$ cat src/rtl/vector_lsu_multi.sv
// Vector load/store unit: one strided command at a time, one memory request per element,
// bounded in-flight requests. Define VLSU_STRIDE_EN to honour cmd_stride (default: unit stride).
module vector_lsu_multi #(
    parameter int MAX_VLEN        = 64,
    parameter int ADDR_W          = 64,
    parameter int DATA_W          = 64,
    parameter int MAX_OUTSTANDING = 8,
    parameter int IDX_W           = $clog2(MAX_VLEN),
    parameter int LEN_W           = $clog2(MAX_VLEN + 1)
) (
    input  logic                clk,
    input  logic                reset,
    input  logic                cmd_vld,
    output logic                cmd_rdy,
    input  logic                cmd_is_store,
    input  logic [ADDR_W-1:0]   cmd_base,
    input  logic [ADDR_W-1:0]   cmd_stride,
    input  logic [LEN_W-1:0]    cmd_len,
    input  logic                st_vld,
    output logic                st_rdy,
    input  logic [DATA_W-1:0]   st_data,
    output logic                mem_req_vld,
    input  logic                mem_req_rdy,
    output logic                mem_req_we,
    output logic [ADDR_W-1:0]   mem_req_addr,
    output logic [IDX_W-1:0]    mem_req_id,
    output logic [DATA_W/8-1:0] mem_req_be,
    output logic [DATA_W-1:0]   mem_req_data,
    input  logic                mem_rsp_vld,
    input  logic [IDX_W-1:0]    mem_rsp_id,
    input  logic [DATA_W-1:0]   mem_rsp_data,
    output logic                ld_vld,
    output logic [IDX_W-1:0]    ld_idx,
    output logic [DATA_W-1:0]   ld_data,
    output logic                done,
    output logic                err
);
    localparam int OUT_W = $clog2(MAX_OUTSTANDING + 1);

    typedef enum logic [1:0] {IDLE, ISSUE, DRAIN} state_e;

    state_e            state_q, state_d;
    logic              is_store_q, is_store_d;
    logic [LEN_W-1:0]  len_q, len_d;
    logic [LEN_W-1:0]  issue_cnt_q, issue_cnt_d;
    logic [LEN_W-1:0]  rsp_cnt_q, rsp_cnt_d;
    logic [ADDR_W-1:0] stride_q, stride_d;
    logic [ADDR_W-1:0] addr_q, addr_d;
    logic [OUT_W-1:0]  outst_q, outst_d;
    logic              req_vld_q, req_vld_d;
    logic              req_we_q, req_we_d;
    logic [ADDR_W-1:0] req_addr_q, req_addr_d;
    logic [IDX_W-1:0]  req_id_q, req_id_d;
    logic [DATA_W-1:0] req_data_q, req_data_d;
    logic              ld_vld_q, ld_vld_d;
    logic [IDX_W-1:0]  ld_idx_q, ld_idx_d;
    logic [DATA_W-1:0] ld_data_q, ld_data_d;
    logic              done_q, done_d;
    logic              err_q, err_d;

    logic              accept, grant, rsp_ok, load;
    logic              cur_store;
    logic [LEN_W-1:0]  len_in, cur_len, cur_cnt;
    logic [ADDR_W-1:0] stride_in, cur_addr, cur_stride;

`ifdef VLSU_STRIDE_EN
    assign stride_in = cmd_stride;
`else
    logic unused_stride;
    assign stride_in     = ADDR_W'(DATA_W / 8);
    assign unused_stride = ^cmd_stride;
`endif

    assign accept = (state_q == IDLE) && cmd_vld;
    assign grant  = req_vld_q && mem_req_rdy;
    assign rsp_ok = mem_rsp_vld && (outst_q != '0);
    assign len_in = (cmd_len > LEN_W'(MAX_VLEN)) ? LEN_W'(MAX_VLEN) : cmd_len;

    // Element 0 is issued in the accept cycle itself, so its fields come straight from the command.
    assign cur_store  = accept ? cmd_is_store : is_store_q;
    assign cur_len    = accept ? len_in       : len_q;
    assign cur_cnt    = accept ? '0           : issue_cnt_q;
    assign cur_addr   = accept ? cmd_base     : addr_q;
    assign cur_stride = accept ? stride_in    : stride_q;

    // NOTE: every variable gets a default first so this block cannot infer a latch.
    always_comb begin
        state_d     = state_q;
        is_store_d  = is_store_q;
        len_d       = len_q;
        issue_cnt_d = issue_cnt_q;
        rsp_cnt_d   = rsp_cnt_q;
        stride_d    = stride_q;
        addr_d      = addr_q;
        req_vld_d   = req_vld_q;
        req_we_d    = req_we_q;
        req_addr_d  = req_addr_q;
        req_id_d    = req_id_q;
        req_data_d  = req_data_q;
        ld_vld_d    = 1'b0;
        ld_idx_d    = ld_idx_q;
        ld_data_d   = ld_data_q;
        done_d      = 1'b0;
        st_rdy      = 1'b0;

        // In-flight count after this cycle's grant and response; new loads must keep it below the cap.
        outst_d = accept ? '0 : outst_q + OUT_W'(grant) - OUT_W'(rsp_ok);
        load    = (accept || (state_q == ISSUE)) && (cur_cnt < cur_len)
                  && (!req_vld_q || grant) && (outst_d < OUT_W'(MAX_OUTSTANDING))
                  && (!cur_store || st_vld);

        if (accept) begin
            is_store_d  = cmd_is_store;
            len_d       = len_in;
            stride_d    = stride_in;
            addr_d      = cmd_base;
            issue_cnt_d = '0;
            rsp_cnt_d   = '0;
            state_d     = (len_in == '0) ? DRAIN : ISSUE;
        end

        if (load) begin
            req_vld_d   = 1'b1;
            req_we_d    = cur_store;
            req_addr_d  = cur_addr;
            req_id_d    = cur_cnt[IDX_W-1:0];
            req_data_d  = cur_store ? st_data : '0;
            addr_d      = cur_addr + cur_stride;
            issue_cnt_d = cur_cnt + LEN_W'(1);
            st_rdy      = cur_store;
        end else if (grant) begin
            req_vld_d = 1'b0;
        end

        if (rsp_ok) begin
            rsp_cnt_d = rsp_cnt_q + LEN_W'(1);
            ld_vld_d  = !is_store_q;
            ld_idx_d  = mem_rsp_id;
            ld_data_d = mem_rsp_data;
        end
        err_d = (err_q && !accept) || (mem_rsp_vld && !rsp_ok);

        if ((state_q == ISSUE) && grant && (issue_cnt_q == len_q)) begin
            state_d = DRAIN;
        end
        if ((state_q == DRAIN) && (rsp_cnt_d == len_q)) begin
            state_d = IDLE;
            done_d  = 1'b1;
        end
    end

    // NOTE: sequential state uses non-blocking assignments only, so all flops update together.
    always_ff @(posedge clk or negedge reset) begin
        if (!reset) begin
            state_q     <= IDLE;
            is_store_q  <= 1'b0;
            len_q       <= '0;
            issue_cnt_q <= '0;
            rsp_cnt_q   <= '0;
            stride_q    <= '0;
            addr_q      <= '0;
            outst_q     <= '0;
            req_vld_q   <= 1'b0;
            req_we_q    <= 1'b0;
            req_addr_q  <= '0;
            req_id_q    <= '0;
            req_data_q  <= '0;
            ld_vld_q    <= 1'b0;
            ld_idx_q    <= '0;
            ld_data_q   <= '0;
            done_q      <= 1'b0;
            err_q       <= 1'b0;
        end else begin
            state_q     <= state_d;
            is_store_q  <= is_store_d;
            len_q       <= len_d;
            issue_cnt_q <= issue_cnt_d;
            rsp_cnt_q   <= rsp_cnt_d;
            stride_q    <= stride_d;
            addr_q      <= addr_d;
            outst_q     <= outst_d;
            req_vld_q   <= req_vld_d;
            req_we_q    <= req_we_d;
            req_addr_q  <= req_addr_d;
            req_id_q    <= req_id_d;
            req_data_q  <= req_data_d;
            ld_vld_q    <= ld_vld_d;
            ld_idx_q    <= ld_idx_d;
            ld_data_q   <= ld_data_d;
            done_q      <= done_d;
            err_q       <= err_d;
        end
    end

    assign cmd_rdy      = (state_q == IDLE);
    assign mem_req_vld  = req_vld_q;
    assign mem_req_we   = req_we_q;
    assign mem_req_addr = req_addr_q;
    assign mem_req_id   = req_id_q;
    assign mem_req_be   = {(DATA_W/8){req_vld_q}};
    assign mem_req_data = req_data_q;
    assign ld_vld       = ld_vld_q;
    assign ld_idx       = ld_idx_q;
    assign ld_data      = ld_data_q;
    assign done         = done_q;
    assign err          = err_q;

endmodule

$ cat config.mk
export PLATFORM = sky130hd
export DESIGN_NAME = vector_lsu_multi
export DESIGN_NICKNAME = d
export VERILOG_FILES = /design/src/rtl/vector_lsu_multi.sv
export SDC_FILE = /design/constraint.sdc
export NUM_CORES = 1
export LEC_CHECK = 0
export CELL_PAD_IN_SITES_DETAIL_PLACEMENT = 0
export CELL_PAD_IN_SITES_GLOBAL_PLACEMENT = 1
export CORE_MARGIN = 10
export CORE_UTILIZATION = 34
export CTS_BUF_LIST = sky130_fd_sc_hd__clkbuf_4
export DETAILED_ROUTE_END_ITERATION = 7
export GPL_ROUTABILITY_DRIVEN = 1
export HOLD_SLACK_MARGIN = 0.02
export PLACE_DENSITY = 0.72
export SETUP_SLACK_MARGIN = 0.5
export SYNTH_ARGS = -nofsm -noshare
export SYNTH_HDL_FRONTEND = slang
export SYNTH_SLANG_ARGS = --single-unit
$ cat constraint.sdc
create_clock -name clk -period 6.3 [get_ports clk]
set_input_delay 0.63 -clock clk [delete_from_list [all_inputs] [get_ports clk]]
set_output_delay 0.63 -clock clk [all_outputs]
set_load 0.01 [all_outputs]
* Word-level counts from Yosys, hierarchy flattened
Cells that the tools add are included.
** Word-level totals
- Flip-flop bits (word level) :: 365
- Input port bits :: 276
- Output and inout bits :: 219
- Word-level logic and storage cells :: 77
** Operators by class
- Add/subtract/negate cells :: 5
- $lt $le $gt $ge :: 3
- Eq/ne operators :: 4
- Multiplexer cells :: 21
- Reduce and logical (&&, ||, !) cells :: 26
** Operators with widths (number)
- $mux W64 :: 4
- $add A64 B64 Y64 :: 1
- $mux W7 :: 6
- $add A7 B1 Y7 const B :: 2
- $eq A7 B7 Y1 :: 2
- $logic_and A1 B1 Y1 :: 12
- $mux W2 :: 4
- $gt A7 B7 Y1 const B :: 1
- $logic_not A7 Y1 :: 1
- $lt A7 B7 Y1 :: 1
- $mux W1 :: 6
- $logic_not A1 Y1 :: 5
- $add A4 B1 Y4 :: 1
- $logic_or A1 B1 Y1 :: 4
- $lt A4 B4 Y1 const B :: 1
- $mux W4 :: 1
- $reduce_bool A4 Y1 :: 1
- $sub A4 B1 Y4 :: 1
- $reduce_bool A3 Y1 :: 1
- $eq A2 B1 Y1 const B :: 1
- $eq A2 B2 Y1 const B :: 1
- $logic_not A2 Y1 :: 1
- $reduce_bool A2 Y1 :: 1

* Longest topological paths before layout
Gate-level depths: netlist of the first run.
- Depth in word-level cells :: 9
- Gate-level depth with buffers :: 23
- Depth with buffers taken out :: 19

* Worst setup path after synthesis of the first run
No wires, ideal clock.
- Path kind :: in2reg
- Start point :: input cmd_vld
- End point :: register addr_q[54]
- Library setup time :: 137 ps
- Data arrival time :: 4926 ps
- Required time :: 6163 ps
- Setup slack :: 1236 ps
- Stages :: 20
- Buffers on the path :: 4
- Path through :: or3b_1 -> buf_2 -> clkbuf_1 -> clkbuf_1 -> buf_1 -> mux2i_1 -> inv_1 -> ha_1 -> fa_1 -> a21oi_1 -> o21ai_0 -> a21o_1 -> nand3_1 -> nand4b_1 -> a21oi_1 -> o31ai_2 -> a221oi_2 -> o21ai_1 -> a2111oi_0 -> nor3_1
** RTL lines
- start: declaration :: RTL line 13 : input logic cmd_vld,
- $logic_and A1 B1 Y1 :: RTL line 74 : assign accept = (state_q == IDLE) && cmd_vld;
- $mux W64
- net cur_addr[0] :: RTL line 64 : logic [ADDR_W-1:0] stride_in, cur_addr, cur_stride;
- $add A64 B64 Y64 :: RTL line 128 : addr_d = cur_addr + cur_stride;
- $mux W64 :: RTL line 122 : if (load) begin
- net addr_d[54] :: RTL line 48 : logic [ADDR_W-1:0] addr_q, addr_d;
- end signal: assignment :: RTL line 180 : addr_q <= addr_d;
- end: declaration :: RTL line 48
The timed path passes the listed nets, and every way through them passes these cells.
A chain may end at the register's enable or synchronous reset.

* Final worst setup path of the first run
- Start point :: register state_q[0]
- End point :: output st_rdy
** Between the ends
- Longest elaborated chain between the ends :: 9
** RTL lines
- start: declaration :: RTL line 42 : state_e state_q, state_d;
- start signal: assignment :: RTL line 174 : state_q <= state_d;
- $logic_not A2 Y1 :: RTL line 74
- $logic_and A1 B1 Y1 :: RTL line 74
- $mux W7, on equally long branches
- $lt A7 B7 Y1 :: RTL line 108 : load = (accept || (state_q == ISSUE)) && (cur_cnt < cur_len)
- $logic_and A1 B1 Y1 :: RTL line 108
- $logic_and A1 B1 Y1 (2 in series) :: RTL line 109 : && (!req_vld_q || grant) && (outst_d < OUT_W'(MAX_OUTSTANDING))
- $logic_and A1 B1 Y1 :: RTL line 110 : && (!cur_store || st_vld);
- $mux W1 (*) :: RTL line 122
- end: declaration :: RTL line 20 : output logic st_rdy,
Every way passes the cells marked *; elsewhere a longest branch is shown, timed or not.

==> results.json, run 1 <==
{
  "post_synth_xor_area_fraction_pct": 3.827,
  "synth.area.mux_share_pct": 3.759,
  "cp.arrival_ns": 4.72,
  "critPathMaxFanout": 91,
  "hold_buffers": 1,
  "gr-total-overflow": 0,
  "switching_share_pct": 41.67,
  "cp.required_ns": 5.67,
  "slew_headroom_pct": 40.39,
  "reg2reg_from": "state_q[0]",
  "place_congestion": 0.8953,
  "slew_viol_final": 0,
  "fin_area_um2": 24810,
  "final.setup_skew_ns": 0.04668,
  "rsz0062_at_grt": "no",
  "reg2reg_slack_ns": 1.47,
  "synth_compound_area_share_pct": 11.88,
  "critPathKind": "register to output pin",
  "core_area_um2": 53920,
  "synth-adder-area-share_pct": 5.210,
  "clock_path_buffers": 3,
  "tns_ns": 0,
  "first_pass_iters": 5,
  "io_buffers": 430,
  "synth.top_cells.by_area": "dfrtp_1 49%, nand2_1 11%, ha_1 5.0%",
  "tightest_slew_ns": 0.8941,
  "holdWs_ns": 0.3213,
  "setup_violations": 0,
  "core.rowCount": 85,
  "internal-power_w": 0.006769,
  "yosys.cell_types.count": 74,
  "clkSinkCount": 365,
  "status": "finished, final reports clean",
  "hp-class": "primary input to register",
  "cts_setup_buffers": 0,
  "p_sw_w": 0.004835,
  "final-hold-violation-count": 0,
  "seq_power_share_pct": 30.8,
  "remaining_drc_errors": 0,
  "yosys.area.top_type": "dfrtp_1",
  "htreeDepth": 3,
  "yosys.area_share.simple_pct": 21.69,
  "netlist_instances": 2063,
  "dp_hpwl_mm": 42.97,
  "startpoint_type": "register",
  "tritoncts": "done",
  "synth_area_um2": 18540,
  "area_delta_synth_final_pct": 33.83,
  "routedWlPerCell_um": 18.08,
  "cts_inserted_buffers": 105,
  "power.leakage_nw": 12.17,
  "irDropWorstVdd_uv": 273.6,
  "die_y_um": 253.5,
  "finalWirelength_mm": 59.24,
  "grt_max_degree": 165,
  "crit_path_end_kind": "output pin",
  "ys_seq_elements": 365,
  "start_util_pct": 34.38,
  "finalCriticalPeriod_ns": 5.352,
  "synth_top_area_share_pct": 49.27,
  "comb_power_share_pct": 50.0,
  "ys_seq_area_share_pct": 49.27,
  "drt_iter0_markers": 818,
  "drv_cap": 0,
  "synth_flop_cell": "dfrtp_1",
  "ioPinCount": 495,
  "clk_pin_slew_worst_paths_ns": 0.06,
  "dieArea_um2": 64270,
  "grt_pass1_wl_mm": 92.40,
  "final_layout_size_suffix_gt1_share_pct": 8.964,
  "cts-root-buf": "clkbuf_4",
  "fp.dieW_um": 253.5,
  "syn_avg_cell_area_um2": 8.986,
  "antenna_left": 0,
  "via_per_inst": 4.889,
  "dp_cells": 3085,
  "startpoint": "state_q[0]",
  "vias": 16021,
  "antenna_found_initial": 3,
  "period_share_pct": 84.95,
  "fin_nets": 2849,
  "final_cell_count_no_fill": 3277,
  "clk_latency_ns": 0.84,
  "async_reset_ff_share_pct": 100.0,
  "placed_cell_area_um2": 23450,
  "yosys_warnings": 0,
  "p_per_area_nw_per_um2": 467.7,
  "total_power_w": 0.01160,
  "post_cts_resized": 0,
  "min_from": "mem_rsp_data[36]",
  "grt_pass1_vias": 16297,
  "grtUsageTotal_pct": 18.02,
  "synth_edf_count": 0,
  "clock.fmax_mhz": 186.8,
  "synth_top_family_by_area": "simple AND/OR/NAND/NOR gates",
  "syn_nets": 2415,
  "clkPwrFrac_pct": 19.3
}
## worst paths after layout
kind                                     to  cells past startpoint
setup / recovery                     st_rdy                     10
hold reg to reg                      ld_vld                      1
hold / removal                  ld_data[36]                      3
setup reg to reg                 addr_q[54]                     16
min in group asynchronous  mem_req_addr[30]                      2
max in group asynchronous       ld_data[41]                      3
## Yosys cell counts, types with 3 or more instances
cell and number:
a21oi_1 130, mux2_2 19, and2_1 73, o21ai_1 8
nor3_1 17, nand2b_1 9, mux2i_1 46, xnor2_1 54
nand2_1 530, a31oi_1 14, o21a_1 7, nand4b_1 3
o21ai_0 104, nor2_1 108, dfrtp_1 365, ha_1 74
xor2_1 27, buf_4 8, nand3b_1 7, o211ai_1 4
buf_1 13, nor4_1 9, o31ai_2 3, a41oi_1 3
and4_1 3, o21bai_1 13, nor2b_1 9, nor3b_1 6
nand3_1 79, or3_1 4, clkbuf_1 98, a211oi_1 3
and3_1 5, or2_2 3, a21o_1 46, buf_2 4
nand4_1 28, a2111oi_0 3, inv_1 80
## per-stage QoR
| stage | worst slack, ns | util (%) |
|---|---|---|
| 5_1_grt | 0.6415 | 46.01 |
| 3_3_place_gp | 0.8983 | 43.49 |
| 4_1_cts | 0.6865 | 46.00 |
| 3_5_place_dp | 0.8305 | 43.49 |
| 2_1_floorplan | 1.236 | - |
| 6_report | 0.9480 | 46.01 |
## sequential cells by signal, indices dropped and copies added, names as in the netlist
register and count:
state_q 2, ld_idx 6, mem_req_addr 64, stride_q 64, is_store_q 1, err 1
rsp_cnt_q 7, mem_req_data 64, len_q 7, mem_req_id 6, mem_req_we 1, ld_vld 1
done 1, addr_q 64, ld_data 64, mem_req_vld 1, issue_cnt_q 7, outst_q 4
## cell type report
type | instances | area [um^2]
multi-input cells | 1494 | 8626
flip-flops and latches | 365 | 9134
inverters | 80 | 300.3
repair buffers | 451 | 4532
diodes | 4 | 10.01
clock inverters | 27 | 137.6
well taps | 696 | 870.8
clock buffers | 160 | 1201
fillers | 5246 | 29110
## kinds of logic (layout without fill, tap and decap cells)
logic type / Yosys count / after routing
adder cells (fa/ha/maj): 76 / 76
XOR/XNOR: 81 / 81
other: 0 / 4
AO/OA/AOI/OAI: 365 / 365
buffers and inverters: 204 / 718
flip-flops: 365 / 365
multiplexers: 66 / 66
AND/OR/NAND/NOR: 906 / 906
## power by group through the flow
stage,clock [W],sequential [W],combinational [W]
floorplan,0,0.00377,0.00333
global placement,0,0.00359,0.00581
detailed placement,0,0.00361,0.00588
CTS,0.00234,0.00358,0.00591
global route,0.00245,0.00367,0.00650
finish,0.00223,0.00357,0.00580
## cell usage in the layout, fill, tap and decap left out, drive strengths merged, types with 9 or more instances in the layout
cell / netlist / final
o21bai: 13 / 13
clkinv: 0 / 22
xnor2: 54 / 54
ha: 74 / 74
and2: 75 / 75
nand4: 28 / 28
xor2: 27 / 27
clkdlybuf4s50: 0 / 429
nor2b: 9 / 9
o21ai: 112 / 112
dfrtp: 365 / 365
nor4: 10 / 10
nand2b: 9 / 9
inv: 80 / 83
buf: 26 / 21
clkbuf: 98 / 160
nor3: 17 / 17
nand3: 79 / 79
a21o: 46 / 46
nor2: 108 / 108
mux2: 19 / 19
a31oi: 14 / 14
a21oi: 130 / 130
nand2: 530 / 530
mux2i: 47 / 47
## routing by layer
layer / share of wire [%] / track usage, %
met5: 0 / 0
met2: 49 / 30.07
met4: 2.8 / 7.605
met1: 43 / 22.31
met3: 5.8 / 3.657
## worst max-delay path, cell delays in order (launching register included)
cell             delay, ns
dfrtp_1               0.47
or3b_4                0.59
buf_12                0.27
and2_1                0.25
ha_1                  0.19
nor4_1                0.45
o2111ai_1             0.21
nor2_1                0.27
o21ai_4               0.11
nor2_1                0.35
clkdlybuf4s50_1       0.67
Note: power is estimated with default switching activity, not from simulation.
==> run 2: changes to the inputs <==
- clock period: 6.3 -> 5.4 ns (I/O delays scaled with it)
==> results.json, run 2 (same netlist as run 1, synthesis figures left out) <==
{
  "status": "finished, final reports clean",
  "via_per_inst": 4.878,
  "clk_latency_ns": 0.84,
  "placed_cell_area_um2": 23670,
  "fp.dieW_um": 253.5,
  "grt.met2_usage_pct": 31.06,
  "first_pass_iters": 5,
  "most-common-layout-cells": "530 x nand2_1, 428 x clkdlybuf4s50_1, 365 x dfrtp_1",
  "remaining_drc_errors": 0,
  "crit_path_end_kind": "register",
  "hp-class": "primary input to async pin",
  "clkSinkCount": 365,
  "cts-root-buf": "clkbuf_4",
  "power.leakage_nw": 12.26,
  "critPathMaxFanout": 14,
  "startpoint": "state_q[0]",
  "slew_headroom_pct": 40.30,
  "drv_cap": 0,
  "tritoncts": "done",
  "grt_use_met1_pct": 22.90,
  "clk_pin_slew_worst_paths_ns": 0.06,
  "reg2reg_slack_ns": 0.86,
  "fin_area_um2": 24980,
  "setup_violations": 0,
  "grt_use_met3_pct": 4.229,
  "dieArea_um2": 64270,
  "num-fill-cells": 5230,
  "p_per_area_nw_per_um2": 544.1,
  "dp_hpwl_mm": 44.48,
  "drt_iter0_markers": 1006,
  "tightest_slew_ns": 0.8956,
  "final-hold-violation-count": 0,
  "fin_nets": 2870,
  "io_buffers": 430,
  "startpoint_type": "register",
  "total_power_w": 0.01359,
  "start_util_pct": 34.38,
  "final.setup_skew_ns": 0.06741,
  "cts_inserted_buffers": 101,
  "core.rowCount": 85,
  "place_congestion": 0.8933,
  "gr-total-overflow": 0,
  "core_area_um2": 53920,
  "routedWlPerCell_um": 18.16,
  "grt_max_degree": 102,
  "ioPinCount": 495,
  "grt_pass1_vias": 16629,
  "irDropWorstVdd_uv": 303.8,
  "antenna_found_initial": 6,
  "htreeDepth": 3,
  "antenna_left": 0,
  "final_common_cell": "nand2_1",
  "die_y_um": 253.5,
  "rsz0062_at_grt": "no",
  "critPathKind": "register to register",
  "cts_setup_buffers": 0,
  "clock.fmax_mhz": 220.3,
  "grtUsageTotal_pct": 18.42,
  "final_layout_size_suffix_gt1_share_pct": 9.553,
  "finalWirelength_mm": 59.89,
  "vias": 16087,
  "tns_ns": 0,
  "clock_path_buffers": 3,
  "cp.required_ns": 6.05,
  "period_share_pct": 84.06,
  "reg2reg_to": "addr_q[54]",
  "slew_viol_final": 0,
  "grt_pass1_wl_mm": 94.55,
  "area_delta_synth_final_pct": 34.72,
  "top_usage_layer": "met2",
  "finalCriticalPeriod_ns": 4.539,
  "reg2reg_from": "state_q[0]",
  "reg2regPathDepth": 16,
  "cp.arrival_ns": 5.19
}
==> run 2: changes by cell type in the layout (fill, tap and decap cells not counted), moves of 2 or more <==
cell,change
buf_12,+2
buf_4,+22
clkbuf_4,-6
clkinv_1,+4
clkinv_2,-4
diode_2,+2
==> run 2: where the power goes <==
group | switching [W] | leakage (nW) | internal [W]
logic | 0.00402 | 6.89 | 0.00292
clock network | 0.00120 | 0.761 | 0.00129
registers | 0.000462 | 4.61 | 0.00370
==> run 2: critical path, stage by stage (launching register included) <==
cell	delay (ns)
dfrtp_1	0.37
or3b_4	0.52
mux2i_1	0.27
inv_1	0.07
ha_1	0.23
fa_1	0.41
a21oi_1	0.22
o21ai_0	0.12
a21o_1	0.22
nand3_1	0.14
nand4b_1	0.19
a21oi_1	0.37
o31ai_2	0.16
a221oi_2	0.36
o21ai_1	0.18
a2111oi_0	0.43
nor3_1	0.11
==> run 2: how the worst max path moves through the flow <==
stage                 endpoint  cells past startpoint  slack, ns
finish              addr_q[54]                     16       0.86
global route        addr_q[49]                     18       0.58
CTS                     st_rdy                     10       0.55
detailed placement  addr_q[63]                     18       0.14
global placement    addr_q[63]                     18       0.09
floorplan           addr_q[54]                     19       0.54
==> run 2: area by class of cell <==
| type | instances | area [um^2] | area share [%] |
|---|---|---|---|
| antenna | 6 | 15.01 | 0.06012 |
| clock buffer | 154 | 1156 | 4.629 |
| clock inverter | 27 | 115.1 | 0.4609 |
| inverter | 80 | 300.3 | 1.202 |
| multi-input combinational | 1494 | 8633 | 34.57 |
| sequential | 365 | 9134 | 36.57 |
| tap | 696 | 870.8 | 3.487 |
| timing repair buffer | 476 | 4751 | 19.02 |
==> run 2: stage by stage <==
step           util (%)  worst slack (ns)  instances  hold slack (ns)
2_1_floorplan         -            0.5382       2063           0.2444
3_3_place_gp      43.89           0.08942       3110           0.4153
3_5_place_dp      43.89            0.1395       3110           0.4324
4_1_cts           46.27            0.5546       3292          0.09200
5_1_grt           46.32            0.5811       3298           0.1183
6_report          46.32            0.8605       3298           0.2153
==> run 2: metal layers <==
metal	up-vias	share of wire, %
met2	395	50
met4	2	2.1
met1	7717	43
met3	89	5.4
li1	7884	-
met5	-	0.020
==> run 2: timing repair <==
action                                 CTS  global route
endpoints found under the hold margin   50             0
setup endpoints to repair                0             2
hold buffers                             1             0
gates resized for setup                  0             4
==> run 3: changes to the inputs <==
- clock period: 5.4 -> 4.35 ns (I/O delays scaled with it)
==> results.json, run 3 (same netlist as run 1, synthesis figures left out) <==
{
  "path_cells": "or3b_4 > buf_12 > bufbuf_16 > and2_4 > ha_4 > buf_4 > a31oi_1 > o21ai_2 > a211o_1 > a311oi_2 > o31ai_4 > a221oi_2 > buf_4 > o21ai_4 > buf_6 > xnor2_4 > a21oi_1",
  "antenna_found_initial": 3,
  "critical-path-top-delay-family": "compound AO/OA/AOI/OAI gates",
  "cp.required_ns": 5.04,
  "cts_inserted_buffers": 104,
  "dieArea_um2": 64270,
  "io_buffers": 430,
  "slew_viol_final": 0,
  "finalCriticalPeriod_ns": 4.197,
  "clkPwrFrac_pct": 17.0,
  "htreeDepth": 3,
  "total_power_w": 0.01934,
  "min_from": "mem_rsp_data[51]",
  "p_per_area_nw_per_um2": 662.5,
  "num-fill-cells": 4833,
  "fin_nets": 3192,
  "clk_pin_slew_worst_paths_ns": 0.06,
  "routedWlPerCell_um": 17.72,
  "final_common_cell": "nand2_1",
  "slew_headroom_pct": 43.74,
  "reg2regPathDepth": 17,
  "status": "finished, final reports clean",
  "cts-root-buf": "clkbuf_4",
  "crit_path_end_kind": "register",
  "seq_power_share_pct": 27.0,
  "gr-total-overflow": 0,
  "final.setup_skew_ns": 0.03585,
  "crit_buf_inv": 5,
  "drt_iter0_markers": 815,
  "switching_share_pct": 40.51,
  "crit_slowest_cell": "or3b_4",
  "max_stage_delay_ns": 0.45,
  "final_layout_size_suffix_gt1_share_pct": 25.14,
  "most-common-layout-cells": "526 x nand2_1, 428 x clkdlybuf4s50_1, 365 x dfrtp_1",
  "holdPathEnd": "ld_data[51]",
  "via_per_inst": 4.804,
  "tritoncts": "done",
  "reg2reg_to": "addr_q[50]",
  "area_delta_synth_final_pct": 57.45,
  "clk_latency_ns": 0.85,
  "ioPinCount": 495,
  "start_util_pct": 34.38,
  "antenna_left": 0,
  "grt_pass1_vias": 18065,
  "period_share_pct": 96.49,
  "crit_top_cell": "buf_4",
  "remaining_drc_errors": 0,
  "hold_depth": 3,
  "die_y_um": 253.5,
  "dp_hpwl_mm": 46.63,
  "drv_cap": 0,
  "final-hold-violation-count": 0,
  "tightest_slew_ns": 0.8440,
  "first_pass_iters": 5,
  "hp-class": "primary input to register",
  "cp.arrival_ns": 4.88,
  "setup_violations": 0,
  "internal-power_w": 0.01150,
  "p_sw_w": 0.007834,
  "rsz0062_at_grt": "yes",
  "comb_power_share_pct": 56.0,
  "finalWirelength_mm": 64.33,
  "reg2reg_from": "state_q[1]",
  "grt_pass1_wl_mm": 100.1,
  "vias": 17443,
  "fp.dieW_um": 253.5,
  "reg2reg_slack_ns": 0.15,
  "core_area_um2": 53920,
  "irDropWorstVdd_uv": 416.6,
  "grt_max_degree": 133,
  "clock_path_buffers": 3,
  "core.rowCount": 85,
  "clock.fmax_mhz": 238.2,
  "startpoint_type": "register",
  "final_cell_count_no_fill": 3631,
  "dp_cells": 3347,
  "grtUsageTotal_pct": 19.49,
  "clkSinkCount": 365,
  "critPathKind": "register to register",
  "critPathMaxFanout": 18,
  "power.leakage_nw": 14.11,
  "place_congestion": 0.8781
}
## run 3: cell count changes in the layout (fill, tap and decap cells not counted), sizes merged
cell,delta
bufinv,+1
inv,+2
bufbuf,+2
clkinvlp,-1
buf,+291
clkbuf,+8
dlygate4sd3,+27
clkinv,+3
diode,+1
dlymetal6s2s,-1
## run 3: power by group through the flow
stage	Combinational (W)	Sequential, W	Clock [W]
2_1_floorplan	0.00500	0.00547	0
3_3_place_gp	0.00976	0.00518	0
3_5_place_dp	0.00990	0.00522	0
4_1_cts	0.0106	0.00520	0.00343
5_1_grt	0.0119	0.00536	0.00361
6_report	0.0108	0.00521	0.00329
## run 3: worst max-delay path by stage
stage / start / end / slack [ns] / depth (start not counted)
finish: state_q[1] / addr_q[50] / 0.15 / 17
global route: state_q[1] / addr_q[61] / 0.01 / 19
CTS: state_q[0] / addr_q[54] / 0.15 / 16
detailed placement: cmd_vld / addr_q[54] / -0.47 / 17
global placement: cmd_vld / addr_q[63] / -0.38 / 18
floorplan: state_q[1] / addr_q[54] / 0.1 / 21
## run 3: final cells by class
class                      instances  area (um^2)  area share (%)
inverter                          80        300.3           1.029
antenna                            7        17.52         0.06001
multi-input combinational       1494        10030           34.36
clock buffer                     162         1216           4.167
clock inverter                    32        152.6          0.5230
sequential                       365         9134           31.29
tap                              696        870.8           2.983
timing repair buffer             795         7468           25.59
## run 3: stage by stage
step	cell area, um^2	setup TNS (ns)	utilization [%]	worst slack [ns]	hold WS [ns]
2_1_floorplan	18870	0	-	0.09729	0.1394
3_3_place_gp	25660	-7.520	47.59	-0.3814	0.4176
5_1_grt	29180	0	54.12	0.01027	0.02581
3_5_place_dp	25660	-8.886	47.59	-0.4702	0.4239
4_1_cts	28490	0	52.84	0.1452	0.02118
6_report	29190	0	54.13	0.1527	0.1260
## run 3: what timing repair did
action,4_1_cts,5_1_grt
resized for setup,162,106
endpoints found under the hold margin,115,0
buffers inserted,30,21
pin swaps,66,77
setup endpoints to repair,65,68
cloned,4,0
hold buffers,28,0
## run 3: worst min-delay path: cells and delay by family
| kind | cells | cell delay, ns |
|---|---|---|
| and+or+nand+nor | 2 | 0.10 |
| buffers and inverters | 1 | 0.40 |
## run 3: metal layers
layer	share of wire, %	wire (um)	global-route usage, %
met1	43	27650	24.43
met4	2.6	1642	6.469
met2	50	31960	32.89
met5	0	0	0
met3	4.8	3069	4.066
